### src/rtl/wb_skid_buffer_pkg.sv
// Shared types and constants for the writeback skid buffer.
// wb_ctrl_t / lane_vec_t describe the default-width beat; the top re-derives widths from its parameters.
package wb_pkg;

  localparam int OCC_W     = 2;
  localparam int CTRL_W    = 3;
  localparam int N_DEF     = 18;
  localparam int LANES_DEF = 3;
  localparam int AW_DEF    = 4;

  typedef struct packed {
    logic              pcsrc;
    logic              regwrite;
    logic              memtoreg;
    logic [AW_DEF-1:0] wa3;
  } wb_ctrl_t;

  typedef logic [LANES_DEF-1:0][N_DEF-1:0] lane_vec_t;

  function automatic logic [OCC_W-1:0] occ_of(input logic h_vld, input logic s_vld);
    return {h_vld & s_vld, h_vld ^ s_vld};
  endfunction

endpackage

### src/rtl/wb_skid_buffer_skid.sv
// Generic 2-entry valid/ready skid buffer: head H drives the output, skid S catches a beat while H stalls.
// Latency 1 cycle when empty; in_ready comes straight from the S valid flop.
module skid_reg #(
  parameter int W     = 8,
  parameter int CLR_W = 1
) (
  input  logic         clk,
  input  logic         reset,
  input  logic         flush,
  input  logic         in_valid,
  output logic         in_ready,
  input  logic [W-1:0] in_data,
  output logic         out_valid,
  input  logic         out_ready,
  output logic [W-1:0] out_data,
  output logic         h_valid,
  output logic         s_valid
);

  logic         r_h_vld;
  logic         r_s_vld;
  logic [W-1:0] r_h_dat;
  logic [W-1:0] r_s_dat;
  logic         w_accept;
  logic         w_load_h;

  assign w_accept = in_valid && !r_s_vld;
  assign w_load_h = !r_h_vld || out_ready;

  always_ff @(posedge clk or posedge reset) begin
    if (reset) begin
      r_h_vld <= 1'b0;
      r_s_vld <= 1'b0;
      r_h_dat <= '0;
      r_s_dat <= '0;
    end else if (flush) begin
      // Only the low CLR_W bits (control) are scrubbed; stale data stays hidden behind valid=0.
      r_h_vld              <= 1'b0;
      r_s_vld              <= 1'b0;
      r_h_dat[CLR_W-1:0]   <= '0;
      r_s_dat[CLR_W-1:0]   <= '0;
    end else if (w_load_h) begin
      if (r_s_vld) begin
        r_h_dat <= r_s_dat;
        r_h_vld <= 1'b1;
        r_s_vld <= w_accept;
        if (w_accept) begin
          r_s_dat <= in_data;
        end
      end else if (w_accept) begin
        r_h_dat <= in_data;
        r_h_vld <= 1'b1;
      end else begin
        r_h_vld <= 1'b0;
      end
    end else if (w_accept) begin
      r_s_dat <= in_data;
      r_s_vld <= 1'b1;
    end
  end

  assign in_ready  = !r_s_vld;
  assign out_valid = r_h_vld;
  assign out_data  = r_h_dat;
  assign h_valid   = r_h_vld;
  assign s_valid   = r_s_vld;

endmodule

### src/rtl/wb_skid_buffer.sv
// Writeback pipeline register: packs lane data and control into one skid_reg payload.
// Control outputs are qualified by out_valid; occupancy feeds the hazard unit.
module wb_skid_buffer
  import wb_pkg::*;
#(
  parameter int N     = 18,
  parameter int LANES = 3,
  parameter int AW    = 4
) (
  input  logic                 clk,
  input  logic                 reset,
  input  logic                 flush,
  input  logic                 in_valid,
  output logic                 in_ready,
  input  logic [LANES*N-1:0]   in_rd,
  input  logic [LANES*N-1:0]   in_alu,
  input  logic [AW-1:0]        in_wa3,
  input  logic                 in_pcsrc,
  input  logic                 in_regwrite,
  input  logic                 in_memtoreg,
  output logic                 out_valid,
  input  logic                 out_ready,
  output logic [LANES*N-1:0]   out_rd,
  output logic [LANES*N-1:0]   out_alu,
  output logic [AW-1:0]        out_wa3,
  output logic                 out_pcsrc,
  output logic                 out_regwrite,
  output logic                 out_memtoreg,
  output logic [OCC_W-1:0]     occupancy
);

  localparam int LW = LANES * N;
  localparam int W  = 2 * LW + AW + CTRL_W;

  // Same field order as wb_ctrl_t, so the control sits in the low bits that flush scrubs.
  typedef struct packed {
    logic [LW-1:0] rd;
    logic [LW-1:0] alu;
    logic          pcsrc;
    logic          regwrite;
    logic          memtoreg;
    logic [AW-1:0] wa3;
  } beat_t;

  beat_t w_in_beat;
  beat_t w_head;
  logic  w_out_vld;
  logic  w_h_vld;
  logic  w_s_vld;

  always_comb begin
    w_in_beat          = '0;
    w_in_beat.rd       = in_rd;
    w_in_beat.alu      = in_alu;
    w_in_beat.pcsrc    = in_pcsrc;
    w_in_beat.regwrite = in_regwrite;
    w_in_beat.memtoreg = in_memtoreg;
    w_in_beat.wa3      = in_wa3;
  end

  skid_reg #(
    .W     (W),
    .CLR_W (AW + CTRL_W)
  ) u_skid (
    .clk       (clk),
    .reset     (reset),
    .flush     (flush),
    .in_valid  (in_valid),
    .in_ready  (in_ready),
    .in_data   (w_in_beat),
    .out_valid (w_out_vld),
    .out_ready (out_ready),
    .out_data  (w_head),
    .h_valid   (w_h_vld),
    .s_valid   (w_s_vld)
  );

  assign out_valid    = w_out_vld;
  assign out_rd       = w_head.rd;
  assign out_alu      = w_head.alu;
  assign out_wa3      = w_head.wa3;
  assign out_pcsrc    = w_head.pcsrc    & w_out_vld;
  assign out_regwrite = w_head.regwrite & w_out_vld;
  assign out_memtoreg = w_head.memtoreg & w_out_vld;
  assign occupancy    = occ_of(w_h_vld, w_s_vld);

endmodule
### config.mk
export PLATFORM = sky130hd
export DESIGN_NAME = wb_skid_buffer
export DESIGN_NICKNAME = d
export VERILOG_FILES = /design/src/rtl/wb_skid_buffer_pkg.sv /design/src/rtl/wb_skid_buffer_skid.sv /design/src/rtl/wb_skid_buffer.sv
export SDC_FILE = /design/constraint.sdc
export NUM_CORES = 1
export LEC_CHECK = 0
export ABC_AREA = 1
export CAP_MARGIN = 20
export CORE_AREA = 4 4 157 159
export DETAILED_ROUTE_END_ITERATION = 6
export DIE_AREA = 0 0 161 163
export HOLD_SLACK_MARGIN = 0.1
export PLACE_DENSITY_LB_ADDON = 0.25
export SYNTH_ARGS = -nofsm -noshare
export SYNTH_HDL_FRONTEND = slang
export SYNTH_HIERARCHICAL = 1
export SYNTH_SLANG_ARGS = --single-unit
export TNS_END_PERCENT = 1
### constraint.sdc
create_clock -name clk -period 8.5 [get_ports clk]
set_clock_uncertainty 0.15 [all_clocks]
set_input_delay 1.7 -clock clk [delete_from_list [all_inputs] [get_ports clk]]
set_output_delay 1.7 -clock clk [all_outputs]
set_load 0.005 [all_outputs]
==> Yosys cells after proc, flatten, opt, wreduce, memory -nomap -nowiden <==
Index checks and enable logic that the tools add are counted.
{ "word_totals": {"regBits": 232, "input_bits": 120, "elab_cells": 41} }
{ "op_classes": {"n_eq_ne": 2, "muxes": 16, "n_bitwise": 6, "reduce_logical": 11} }
{ "ops": {"columns": ["cell", "count"], "rows": [
  ["$mux 115", 5],
  ["$mux 7", 3],
  ["$mux 1", 8],
  ["$reduce_bool 3->1", 2],
  ["$and 1x1->1", 4],
  ["$reduce_and 2->1", 2],
  ["$reduce_bool 2->1", 2],
  ["$ne 3x2->1 const B", 1],
  ["$reduce_and 3->1", 1],
  ["$logic_not 1->1", 2],
  ["$ne 2x1->1 const B", 1],
  ["$logic_and 1x1->1", 1],
  ["$logic_or 1x1->1", 1],
  ["$not 1->1", 1],
  ["$xor 1x1->1", 1]
]} }

==> Longest topological paths before layout <==
{ "logic_depth": {"depth_word": 6, "mapped_depth": 9, "ltp_nobuf": 6} }

==> Cells and area by module <==
Netlist, hierarchy kept.
{ "modules_own_cells": {"columns": ["mod", "instances", "cells_each", "area_each_um2"], "rows": [
  ["skid_reg", 1, 1388, 10568.9],
  ["wb_skid_buffer", 1, 7, 35.0]
]} }

==> Worst setup path before layout <==
Ideal clock, no wire load.
{ "synth_path": {"path_type": "in2reg", "start": "input flush", "end": "register u_skid.r_s_dat[100]", "setup_ps": 116, "arrival_ps": 2579, "required_ps": 8234, "path_slack_ps": 5654, "cell_stages": 7, "n_path_buf": 3, "cell_sequence": "buf_2 -> nor2_4 -> nand2_2 -> buf_4 -> buf_2 -> nand2_1 -> nand2_1"} }
{ "synth_via": {"elab_chain_cells": 2} }
{ "synth_rtl": {"columns": ["element", "line", "rtl"], "rows": [
  ["from (decl)", "wb_skid_buffer.sv:12", "input logic flush,"],
  ["$not 1->1 (no source line)", null, null],
  ["$reduce_and 2->1 (no source line)", null, null],
  ["to (signal assigned)", "wb_skid_buffer_skid.sv:48", "r_s_dat <= in_data;"],
  ["to (signal assigned)", "wb_skid_buffer_skid.sv:57", "r_s_dat <= in_data;"],
  ["to (decl)", "wb_skid_buffer_skid.sv:23", "logic [W-1:0] r_s_dat;"]
]} }
Every way passes these cells.
A chain may end at the register's enable or synchronous reset.

==> Worst setup path after layout <==
{ "layout_path": {"start": "register u_skid.r_s_vld (netlist: u_skid/s_valid)", "end": "output in_ready"} }
{ "layout_via": {"elab_chain_cells": 1} }
{ "layout_rtl": {"columns": ["element", "line", "rtl"], "rows": [
  ["from (decl)", "wb_skid_buffer_skid.sv:21", "logic r_s_vld;"],
  ["from (signal assigned)", "wb_skid_buffer_skid.sv:46", "r_s_vld <= w_accept;"],
  ["$logic_not 1->1", "wb_skid_buffer_skid.sv:62", "assign in_ready = !r_s_vld;"],
  ["to (decl)", "wb_skid_buffer.sv:14", "output logic in_ready,"]
]} }
Every way passes these cells.

==> out/results.tsv <==
metric	value	unit
ys_warn_count	6	
wl_per_cell	15.80	um
fp.dieH	163	um
wl	30230	um
grt_pass1_wl	49250	um
avgSynthCellArea	7.601	um^2
cts_buffers	26	
synth_largest_area_cell	dfrtp_1	
antenna_found_initial	0	
maxCapViolations	0	
num-fill-cells	2079	
final-hold-violation-count	0	
hold_class	flop to flop	
min_path_cells	2	
drt_iter0_markers	794	
tightest_slew	0.9686	ns
port_buffers	238	
drive_gt1_share	4.141	%
utilization	60.06	%
synth_top_family_by_area	simple AND/OR/NAND/NOR gates	
ys_types	16	
ys_seq_area_share	54.75	%
die_x	161	um
critPathLaunchType	flop	
vias	9759	
synth_nets	1516	
yosysTopAreaCellShare	54.75	%
tritoncts	yes	
h-tree-depth	1	
grt_max_degree	106	
grtUsageTotal	22.67	%
place_congestion	0.8213	
setup_violations	0	
fp-row-count	56	
grt-ovfl-total	0	
nNetsFinal	1696	
power_leakage	7.355	nW
dpl_worst_slack	3.977	ns
synth_compound_area_share	0.2006	%
initial_core_util	45.58	%
clk_pin_slew	0.06	ns
synth_area_leaders	dfrtp_1, nand2_1, nand3_1	
syn_inst	1395	
ir_worst_vdd	139.3	uV
dieArea	0.02624	mm^2
syn_area	0.01060	mm^2
antenna_cells	0	
synthToLayoutAreaGrowth	31.75	%
finalWorstSetupSlack	3.607	ns
power.density	228.4	mW/mm^2
drv_slew	0	
postCtsSetupBuffers	0	
clock.fmax	0.2044	GHz
worstSetupEndpointType	output port	
cts_resized	0	
cts_hold_buffers	0	
clock_latency	0.52	ns
ioPinCount	239	
drc_errors	0	
post-route-period-util	57.57	%
dpl_cell_area	0.01307	mm^2
ant_nets	0	
finalCriticalPeriod	4.893	ns
synth_xor_area_share	0	%
cp.required	6.65	ns
rsz0062_at_grt	false	
synth_fa_ha_area_share	0.1180	%
worstPathMaxFanout	70	
reg2reg_depth	7	
first_pass_iters	5	
tns	0	ns
status	finished, final reports clean	
synth_seq_cells	232	
first_global_vias	9477	
final_cell_mix	nand2_1, nand3_1, clkdlybuf4s50_1	
synth_mux_area_share	0	%
clockBufferDepth	3	
critPathKind	flop to output port	
layout_commonest_cell	nand2_1	
cts.sinks	232	
cts_root_buf	clkbuf_16	
dp_hpwl	17950	um
synth_simple_gate_area_share	40.27	%
final_area	0.01397	mm^2
avgViaCountPerCell	5.101	
total_power	0.003191	W
maxSlewHeadroom	35.42	%
core_area	0.02326	mm^2
cp.arrival	3.04	ns
where the power goes:
group	total, W	leakage, nW	switching (W)	internal (W)
Clock	0.00113	0.435	0.000440	0.000691
Sequential	0.00146	2.92	0.000129	0.00133
Combinational	0.000601	4.00	0.000289	0.000313
synth_stat cells:
master,count
nand2_1,800
nand3_1,245
dfrtp_1,232
buf_2,44
clkbuf_1,34
buf_1,12
buf_4,7
inv_1,6
inv_2,4
nand2_2,3
nor2_1,3
a21oi_1,1
a21oi_4,1
buf_6,1
ha_1,1
nor2_4,1
area by class of cell:
cell class | count | area (um^2) | share of cell area, %
multi-input cells | 1055 | 4329 | 30.99
repair buffers | 250 | 2512 | 17.98
clock buffers | 39 | 780.7 | 5.588
inverters | 10 | 50.05 | 0.3582
clock inverters | 8 | 90.09 | 0.6448
flip-flops and latches | 232 | 5809 | 41.58
well taps | 319 | 399.1 | 2.857
flip-flops by register name (all words and copies together), names as in the netlist:
signal           cells
u_skid/h_valid       1
u_skid/out_data    115
u_skid/r_s_dat     115
u_skid/s_valid       1
metrics by stage:
stage          hold slack (ns)  instances
6_report                0.3202       1913
5_1_grt                 0.3343       1913
4_1_cts                 0.3221       1912
3_5_place_dp            0.3078       1865
3_3_place_gp            0.3033       1864
2_1_floorplan           0.2917       1395
routing by layer:
layer | vias up | GRT usage [%] | routed length [um]
met4 | 0 | 6.049 | 680
met3 | 49 | 3.366 | 1941
met5 | - | 0 | 0
met1 | 4630 | 31.47 | 13300
met2 | 344 | 37.64 | 14320
li1 | 4736 | - | -
path summary, 6_finish.rpt:
path,start,endpoint,slack (ns)
setup / recovery,u_skid/s_valid,in_ready,3.61
hold / removal,u_skid/r_s_dat[93],u_skid/r_s_dat[93],0.32
setup reg to reg,u_skid/s_valid,u_skid/out_data[13],4.52
hold reg to reg,u_skid/r_s_dat[93],u_skid/r_s_dat[93],0.32
max in group asynchronous,reset,u_skid/r_s_dat[69],5.21
min in group asynchronous,reset,u_skid/out_data[33],1.56
worst max-delay path, stage by stage (launching register included):
cell	delay [ns]
dfrtp_4	0.79
buf_4	0.73
inv_4	0.42
clkdlybuf4s50_1	0.56
logic make-up (layout without fill, tap and decap cells):
| logic type | Yosys count | in the layout |
|---|---|---|
| buf+inv | 108 | 307 |
| flops | 232 | 232 |
| fa+ha+maj | 1 | 1 |
| simple gates | 1052 | 1052 |
| compound gates | 2 | 2 |
(Power assumes the default switching activity.)
